**src/rtl/axis_stream_bridge_if.sv**
```systemverilog
// AXI-Stream channel bundle shared by the input and output sides of the bridge.
interface axis_stream_bridge_if #(
  parameter int DATA_W = 32
) ();
  logic [DATA_W-1:0]   tdata;
  logic [DATA_W/8-1:0] tkeep;
  logic                tlast;
  logic                tvalid;
  logic                tready;

  modport master (output tdata, tkeep, tlast, tvalid, input tready);
  modport slave  (input tdata, tkeep, tlast, tvalid, output tready);
endinterface

```
**src/rtl/axis_stream_bridge.sv**
```systemverilog
// Stream bridge: parses a count header, feeds N elements to the core, and returns
// exactly M buffered results with TLAST on the final beat.
module axis_stream_bridge #(
  parameter int DATA_W   = 32,
  parameter int ELEM_W   = 16,
  parameter int CNT_W    = 16,
  parameter int DEPTH    = 4,
  parameter int SIGN_EXT = 0
) (
  input  logic                AXIS_ACLK,
  input  logic                AXIS_ARESET,
  axis_stream_bridge_if.slave  s_axis,
  axis_stream_bridge_if.master m_axis,
  output logic [ELEM_W-1:0]   core_x,
  output logic                core_x_valid,
  input  logic                core_ready,
  input  logic [ELEM_W-1:0]   core_y,
  input  logic                core_y_valid,
  output logic                core_y_ready,
  input  logic [CNT_W-1:0]    core_ocnt,
  input  logic                core_ocnt_valid,
  output logic                busy,
  output logic                err_short,
  output logic                err_long,
  output logic                err_overrun
);
  localparam int AW = $clog2(DEPTH);
  localparam logic [AW:0] FULL = (AW+1)'(DEPTH);
  localparam logic [CNT_W-1:0] ONE = CNT_W'(1);

  typedef enum logic [1:0] {ST_HDR, ST_DATA, ST_DRAIN, ST_WAIT} state_t;

  state_t                   state, state_nxt;
  logic [CNT_W-1:0]         in_left, out_left, push_left, hdr_n;
  logic                     cnt_held, out_done;
  logic [DEPTH-1:0][ELEM_W-1:0] mem;
  logic [AW-1:0]            wptr, rptr;
  logic [AW:0]              fifo_cnt;
  logic                     rx, tx, push, pop, fifo_empty, zero_beat, head_vld;
  logic                     y_ok, latch_cnt, overrun, done_set;
  logic                     set_short, set_long, done_clr;
  logic [ELEM_W-1:0]        head;
  logic [DATA_W-1:0]        head_ext;
  logic                     unused_ok;

  assign unused_ok = ^{s_axis.tkeep, s_axis.tdata};

  // ---------------- input side ----------------
  assign hdr_n = s_axis.tdata[CNT_W-1:0];
  assign s_axis.tready = !AXIS_ARESET &&
                         (state == ST_HDR || (state == ST_DATA && core_ready) || state == ST_DRAIN);
  assign rx = s_axis.tvalid & s_axis.tready;

  always_comb begin
    state_nxt = state;
    set_short = 1'b0;
    set_long  = 1'b0;
    done_clr  = 1'b0;
    case (state)
      ST_HDR: if (rx) begin
        if (s_axis.tlast) begin
          state_nxt = ST_WAIT;
          set_short = (hdr_n != '0);
        end else if (hdr_n == '0) state_nxt = ST_DRAIN;
        else                      state_nxt = ST_DATA;
      end
      ST_DATA: if (rx) begin
        if (in_left == ONE)     state_nxt = s_axis.tlast ? ST_WAIT : ST_DRAIN;
        else if (s_axis.tlast) begin
          state_nxt = ST_WAIT;
          set_short = 1'b1;
        end
      end
      ST_DRAIN: if (rx) begin
        set_long = 1'b1;
        if (s_axis.tlast) state_nxt = ST_WAIT;
      end
      ST_WAIT: if (out_done) begin
        state_nxt = ST_HDR;
        done_clr  = 1'b1;
      end
      default: state_nxt = ST_HDR;
    endcase
  end

  always_ff @(posedge AXIS_ACLK or posedge AXIS_ARESET) begin
    if (AXIS_ARESET) begin
      state        <= ST_HDR;
      in_left      <= '0;
      core_x       <= '0;
      core_x_valid <= 1'b0;
      err_short    <= 1'b0;
      err_long     <= 1'b0;
    end else begin
      state        <= state_nxt;
      core_x_valid <= rx && (state == ST_DATA);
      if (rx && state == ST_HDR)  in_left <= hdr_n;
      if (rx && state == ST_DATA) begin
        in_left <= in_left - 1'b1;
        core_x  <= s_axis.tdata[ELEM_W-1:0];
      end
      if (set_short) err_short <= 1'b1;
      if (set_long)  err_long  <= 1'b1;
    end
  end

  // ---------------- output side ----------------
  assign fifo_empty   = (fifo_cnt == '0);
  assign zero_beat    = cnt_held && (out_left == '0);
  assign head_vld     = cnt_held && !fifo_empty;
  assign core_y_ready = !AXIS_ARESET && (fifo_cnt != FULL);
  assign y_ok         = cnt_held && (push_left != '0);
  assign push         = core_y_valid && core_y_ready && y_ok;
  assign overrun      = core_y_valid && !y_ok;
  assign latch_cnt    = core_ocnt_valid && !cnt_held;
  assign head         = mem[rptr];

  generate
    if (SIGN_EXT != 0) begin : g_sext
      assign head_ext = DATA_W'($signed(head));
    end else begin : g_zext
      assign head_ext = DATA_W'(head);
    end
  endgenerate

  // A latched M of zero is answered with a single empty TLAST beat.
  assign m_axis.tvalid = head_vld || zero_beat;
  assign m_axis.tdata  = head_vld ? head_ext : '0;
  assign m_axis.tkeep  = head_vld ? '1 : '0;
  assign m_axis.tlast  = zero_beat || (out_left == ONE);

  assign tx       = m_axis.tvalid && m_axis.tready;
  assign pop      = tx && !zero_beat;
  assign done_set = tx && (zero_beat || out_left == ONE);

  always_ff @(posedge AXIS_ACLK or posedge AXIS_ARESET) begin
    if (AXIS_ARESET) begin
      mem         <= '0;
      wptr        <= '0;
      rptr        <= '0;
      fifo_cnt    <= '0;
      out_left    <= '0;
      push_left   <= '0;
      cnt_held    <= 1'b0;
      out_done    <= 1'b0;
      err_overrun <= 1'b0;
    end else begin
      if (push) begin
        mem[wptr] <= core_y;
        wptr      <= wptr + 1'b1;
        push_left <= push_left - 1'b1;
      end
      if (pop) begin
        rptr     <= rptr + 1'b1;
        out_left <= out_left - 1'b1;
      end
      case ({push, pop})
        2'b10:   fifo_cnt <= fifo_cnt + 1'b1;
        2'b01:   fifo_cnt <= fifo_cnt - 1'b1;
        default: fifo_cnt <= fifo_cnt;
      endcase
      if (latch_cnt) begin
        out_left  <= core_ocnt;
        push_left <= core_ocnt;
        cnt_held  <= 1'b1;
      end
      if (done_set) cnt_held <= 1'b0;
      if (done_clr) out_done <= 1'b0;
      if (done_set) out_done <= 1'b1;
      if (overrun)  err_overrun <= 1'b1;
    end
  end

  assign busy = (state != ST_HDR) || (out_left != '0) || !fifo_empty;
endmodule
```
**src/flat_wrapper.sv**
```systemverilog
// flat-port wrapper written by rule: the top's interface ports become plain ports
module axis_stream_bridge_flat 
#(
  parameter int DATA_W   = 32,
  parameter int ELEM_W   = 16,
  parameter int CNT_W    = 16,
  parameter int DEPTH    = 4,
  parameter int SIGN_EXT = 0
)
  (AXIS_ACLK, AXIS_ARESET, core_x, core_x_valid, core_ready, core_y, core_y_valid, core_y_ready, core_ocnt, core_ocnt_valid, busy, err_short, err_long, err_overrun, s_axis_tdata, s_axis_tkeep, s_axis_tlast, s_axis_tvalid, s_axis_tready, m_axis_tdata, m_axis_tkeep, m_axis_tlast, m_axis_tvalid, m_axis_tready);
  axis_stream_bridge_if #(.DATA_W(DATA_W)) s_axis_i ();
  axis_stream_bridge_if #(.DATA_W(DATA_W)) m_axis_i ();
  input  logic AXIS_ACLK;
  input  logic AXIS_ARESET;
  output logic [ELEM_W-1:0] core_x;
  output logic core_x_valid;
  input  logic core_ready;
  input  logic [ELEM_W-1:0] core_y;
  input  logic core_y_valid;
  output logic core_y_ready;
  input  logic [CNT_W-1:0] core_ocnt;
  input  logic core_ocnt_valid;
  output logic busy;
  output logic err_short;
  output logic err_long;
  output logic err_overrun;
  input wire logic [$bits(s_axis_i.tdata)-1:0] s_axis_tdata;
  input wire logic [$bits(s_axis_i.tkeep)-1:0] s_axis_tkeep;
  input wire logic [$bits(s_axis_i.tlast)-1:0] s_axis_tlast;
  input wire logic [$bits(s_axis_i.tvalid)-1:0] s_axis_tvalid;
  output wire logic [$bits(s_axis_i.tready)-1:0] s_axis_tready;
  output wire logic [$bits(m_axis_i.tdata)-1:0] m_axis_tdata;
  output wire logic [$bits(m_axis_i.tkeep)-1:0] m_axis_tkeep;
  output wire logic [$bits(m_axis_i.tlast)-1:0] m_axis_tlast;
  output wire logic [$bits(m_axis_i.tvalid)-1:0] m_axis_tvalid;
  input wire logic [$bits(m_axis_i.tready)-1:0] m_axis_tready;
  assign s_axis_i.tdata = s_axis_tdata;
  assign s_axis_i.tkeep = s_axis_tkeep;
  assign s_axis_i.tlast = s_axis_tlast;
  assign s_axis_i.tvalid = s_axis_tvalid;
  assign s_axis_tready = s_axis_i.tready;
  assign m_axis_tdata = m_axis_i.tdata;
  assign m_axis_tkeep = m_axis_i.tkeep;
  assign m_axis_tlast = m_axis_i.tlast;
  assign m_axis_tvalid = m_axis_i.tvalid;
  assign m_axis_i.tready = m_axis_tready;
  axis_stream_bridge #(.DATA_W(DATA_W), .ELEM_W(ELEM_W), .CNT_W(CNT_W), .DEPTH(DEPTH), .SIGN_EXT(SIGN_EXT)) u_core (.AXIS_ACLK(AXIS_ACLK), .AXIS_ARESET(AXIS_ARESET), .s_axis(s_axis_i), .m_axis(m_axis_i), .core_x(core_x), .core_x_valid(core_x_valid), .core_ready(core_ready), .core_y(core_y), .core_y_valid(core_y_valid), .core_y_ready(core_y_ready), .core_ocnt(core_ocnt), .core_ocnt_valid(core_ocnt_valid), .busy(busy), .err_short(err_short), .err_long(err_long), .err_overrun(err_overrun));
endmodule
```
**config.mk**
```make
export PLATFORM = sky130hd
export DESIGN_NAME = axis_stream_bridge_flat
export DESIGN_NICKNAME = d
export VERILOG_FILES = /design/src/rtl/axis_stream_bridge_if.sv /design/src/rtl/axis_stream_bridge.sv /design/src/flat_wrapper.sv
export SDC_FILE = /design/constraint.sdc
export NUM_CORES = 1
export LEC_CHECK = 0
export ABC_AREA = 1
export CORE_ASPECT_RATIO = 1.2
export CORE_MARGIN = 2
export CORE_UTILIZATION = 49
export CTS_CLUSTER_SIZE = 14
export DETAILED_ROUTE_END_ITERATION = 8
export GPL_TIMING_DRIVEN = 1
export PLACE_DENSITY = 0.81
export SLEW_MARGIN = 20
export SYNTH_ARGS = -nofsm -noshare
export SYNTH_HDL_FRONTEND = slang
export SYNTH_SLANG_ARGS = --single-unit
```
**constraint.sdc**
```tcl
create_clock -name AXIS_ACLK -period 5.05 [get_ports AXIS_ACLK]
set_clock_uncertainty 0.05 [all_clocks]
set_input_delay 0.7575 -clock AXIS_ACLK [delete_from_list [all_inputs] [get_ports AXIS_ACLK]]
set_output_delay 0.7575 -clock AXIS_ACLK [all_outputs]
set_load 0.02 [all_outputs]
```
==> flow_metrics.tcl <==
set metrics [dict create \
    timing.rr.start "u_core.cnt_held" \
    syn-cell-area_um2 8350 \
    ys.warnings.count 0 \
    grt_pass1_wl_um 33700 \
    critPathLaunch "u_core.rptr[1]" \
    setup_tns_ns 0 \
    p_sw_w 0.00280 \
    antenna_cells 0 \
    cts-htree-levels 4 \
    cts_hold_buf 0 \
    ios 137 \
    via_per_inst 5.28 \
    critPathTopFamily "buffers and inverters" \
    worst_path_max_delay_cell "dfrtp_1" \
    seqPwrFrac 0.329 \
    multi_input_area_um2 3940 \
    yosysUniqueCellTypes 43 \
    grt_max_degree 71 \
    synth_cells 1142 \
    p_comb_frac 0.473 \
    hp-class "flip-flop to flip-flop" \
    fin_nets 1303 \
    grtUsageMet3 0.0380 \
    p_leak_nw 4.96 \
    dieArea_um2 18100 \
    crit_type "flip-flop to output pin" \
    syn_to_final_growth_pct 18.1 \
    status "complete, no violations" \
    cp_slowest_stage_delay_ns 0.82 \
    finalCriticalPeriod_ns 3.81 \
    synth_seq_cells 143 \
    setup_viol 0 \
    critPathCaptureType "output pin" \
    p_per_area_nw_per_um2 645 \
    gr-total-overflow 0 \
    wl_per_cell_um 14.0 \
    antenna_found_initial 0 \
    dr.pass1.iters 5 \
    top_usage_layer "met2" \
    cts_setup_buffers 0 \
    cts_resized 0 \
    rsz0062_at_grt "false" \
    portBuffers 100 \
    internal-power_w 0.00356 \
    maxCapViolCount 0 \
    die_w_um 123 \
    clkSinkCount 143 \
    core_um2 16800 \
    clk_latency_ns 0.43 \
    crit_buf_inv 2 \
    vias 7620 \
    cts_buffer_depth 2 \
    max_freq_mhz 263 \
    p_clk_frac 0.198 \
    grt_usage 0.235 \
    cts-buffers-inserted 17 \
    drt-total-wl_um 20200 \
    path_cells "inv_1 -> nor2_1 -> o21ai_0 -> a21oi_1 -> clkdlybuf4s50_1" \
    die_y_um 147 \
    cp.required_ns 4.24 \
    grtUsageMet2 0.384 \
    drc 0 \
    maxSlewViolCount 0 \
    worstMarginPinSlew_ns 0.910 \
    synth-edff-count 0 \
    path_max_fanout 19 \
    drive_gt1_frac 0.0708 \
    hpwl_um 13800 \
    fin_util 0.587 \
    hold_violations 0 \
    routabilityCongestion 0.892 \
    final_antenna_net_count 0 \
    worst_ep_arrival_time_ns 3.00 \
    syn_area_per_cell_um2 7.31 \
    ir_drop_mv 0.390 \
    swShare 0.440 \
    grt_pass1_vias 6978 \
    ys_seq_area_frac 0.429 \
    drt-initial-drc-count 622 \
    cts_tree "yes" \
    slew_headroom 0.393 \
    regArea_um2 3580 \
    startpoint_type "flip-flop" \
    root_buffer "clkbuf_16" \
    min_from "u_core.err_short" \
    synthArstFlopShare 1.00 \
    fill_cells 1561 \
    cts.clk_slew.worst_paths_ns 0.06 \
    num_rows 52 \
    use_met1 0.310 \
    post-route-period-util 0.754 \
    synth-main-ff-cell "dfrtp_1" \
    start_util 0.497 \
]
## per-layer routing
metal / share of wire / vias up
met1: 0.43 / 3579
met2: 0.49 / 248
met4: 0.022 / 0
met3: 0.056 / 43
met5: 0 / -
li1: - / 3750
## synth_stat cells, types with 2 or more instances
| library cell | number | share of area |
|---|---|---|
| a21oi_1 | 30 | 0.018 |
| buf_2 | 14 | 0.0084 |
| buf_4 | 31 | 0.028 |
| buf_6 | 9 | 0.012 |
| clkbuf_1 | 10 | 0.0045 |
| dfrtp_1 | 143 | 0.43 |
| ha_1 | 11 | 0.016 |
| inv_1 | 110 | 0.049 |
| inv_2 | 7 | 0.0031 |
| nand2_1 | 331 | 0.15 |
| nand2_2 | 4 | 0.0030 |
| nand2_4 | 2 | 0.0027 |
| nand3_1 | 90 | 0.054 |
| nand3_2 | 4 | 0.0048 |
| nand4_1 | 5 | 0.0037 |
| nand4_4 | 3 | 0.0076 |
| nor2_1 | 145 | 0.065 |
| nor2_2 | 8 | 0.0060 |
| nor2_4 | 4 | 0.0054 |
| nor2_8 | 2 | 0.0048 |
| nor3_1 | 2 | 0.0012 |
| o211ai_1 | 3 | 0.0027 |
| o21ai_0 | 106 | 0.064 |
| o21ai_1 | 31 | 0.019 |
| o21ai_2 | 6 | 0.0063 |
| o21bai_1 | 5 | 0.0045 |
| o22ai_1 | 2 | 0.0015 |
| or2_2 | 3 | 0.0022 |
| xnor2_1 | 4 | 0.0042 |
| xor2_1 | 4 | 0.0042 |
## cell families (layout without fill, tap and decap cells)
| group | after synthesis | after routing | share of synthesized area |
|---|---|---|---|
| buf+inv | 183 | 254 | 0.107 |
| compound gates | 187 | 187 | 0.119 |
| other cells | 1 | 16 | 0.000449 |
| simple gates | 607 | 607 | 0.316 |
| xor+xnor | 9 | 9 | 0.0103 |
| flops | 143 | 143 | 0.429 |
| fa+ha+maj | 12 | 12 | 0.0189 |
## worst paths after layout
check / to / slack [ns] / depth (start not counted)
min in group asynchronous: u_core.wptr[0] / 0.54 / 2
hold / removal: u_core.err_short / 0.41 / 2
setup reg to reg: u_core.fifo_cnt[2] / 1.97 / 10
hold reg to reg: u_core.err_short / 0.41 / 2
setup / recovery: m_axis_tdata[3] / 1.24 / 5
max in group asynchronous: u_core.in_left[12] / 3.28 / 3
## flip-flops by register name, summed over array words and instances, names as in the netlist, 2 cells and up
register          flops
u_core.wptr           2
u_core.rptr           2
u_core.out_left      16
u_core.state          2
u_core.fifo_cnt       3
u_core.in_left       16
u_core.mem           64
u_core.core_x        16
u_core.push_left     16
## power groups by stage
stage	Clock, W	Combinational [W]	Sequential [W]
2_1_floorplan	0	0.00216	0.00204
3_3_place_gp	0	0.00291	0.00207
3_5_place_dp	0	0.00300	0.00210
4_1_cts	0.00127	0.00302	0.00208
5_1_grt	0.00133	0.00342	0.00216
6_report	0.00126	0.00301	0.00209
## placed cells by master (no fill, tap or decap), types with 2 or more instances in the layout
cell type          n
a21oi_1           30
buf_4              4
clkbuf_16         17
clkdlybuf4s50_1  100
clkinv_4           3
clkinv_8           2
conb_1            16
dfrtp_1          143
ha_1              11
inv_1            109
inv_2              7
inv_6              6
inv_8              2
nand2_1          331
nand2_2            4
nand2_4            2
nand3_1           90
nand3_2            4
nand4_1            5
nand4_4            3
nor2_1           145
nor2_2             8
nor2_4             4
nor2_8             2
nor3_1             2
o211ai_1           3
o21ai_0          106
o21ai_1           31
o21ai_2            6
o21bai_1           5
o22ai_1            2
or2_2              3
xnor2_1            4
xor2_1             4
## metrics by stage
stage               area (um^2)  setup slack (ns)  instances  power (W)  hold WS [ns]
detailed placement         9270              1.69       1412    0.00510         0.408
global placement           9270              1.73       1412    0.00499         0.405
floorplan                  8410             0.309       1157    0.00420         0.398
finish                     9860              1.24       1444    0.00636         0.412
global route               9860              1.08       1444    0.00691         0.431
CTS                        9860              1.21       1444    0.00638         0.422
## worst reg2reg max path: stages (launching register included)
cell     delay [ns]
dfrtp_1        0.79
inv_1          0.15
nor2_2         0.30
nand3_2        0.46
inv_1          0.19
ha_1           0.16
inv_1          0.07
fa_1           0.40
a21oi_1        0.16
o21ai_0        0.11
xnor2_1        0.13
## final cells by class
type                       instances  area share
inverter                         118      0.0456
tap                              216      0.0274
clock buffer                      17      0.0431
clock inverter                    15      0.0171
multi-input combinational        831       0.399
sequential                       143       0.363
timing repair buffer             104       0.105
Power figures use the tool's default switching activity.
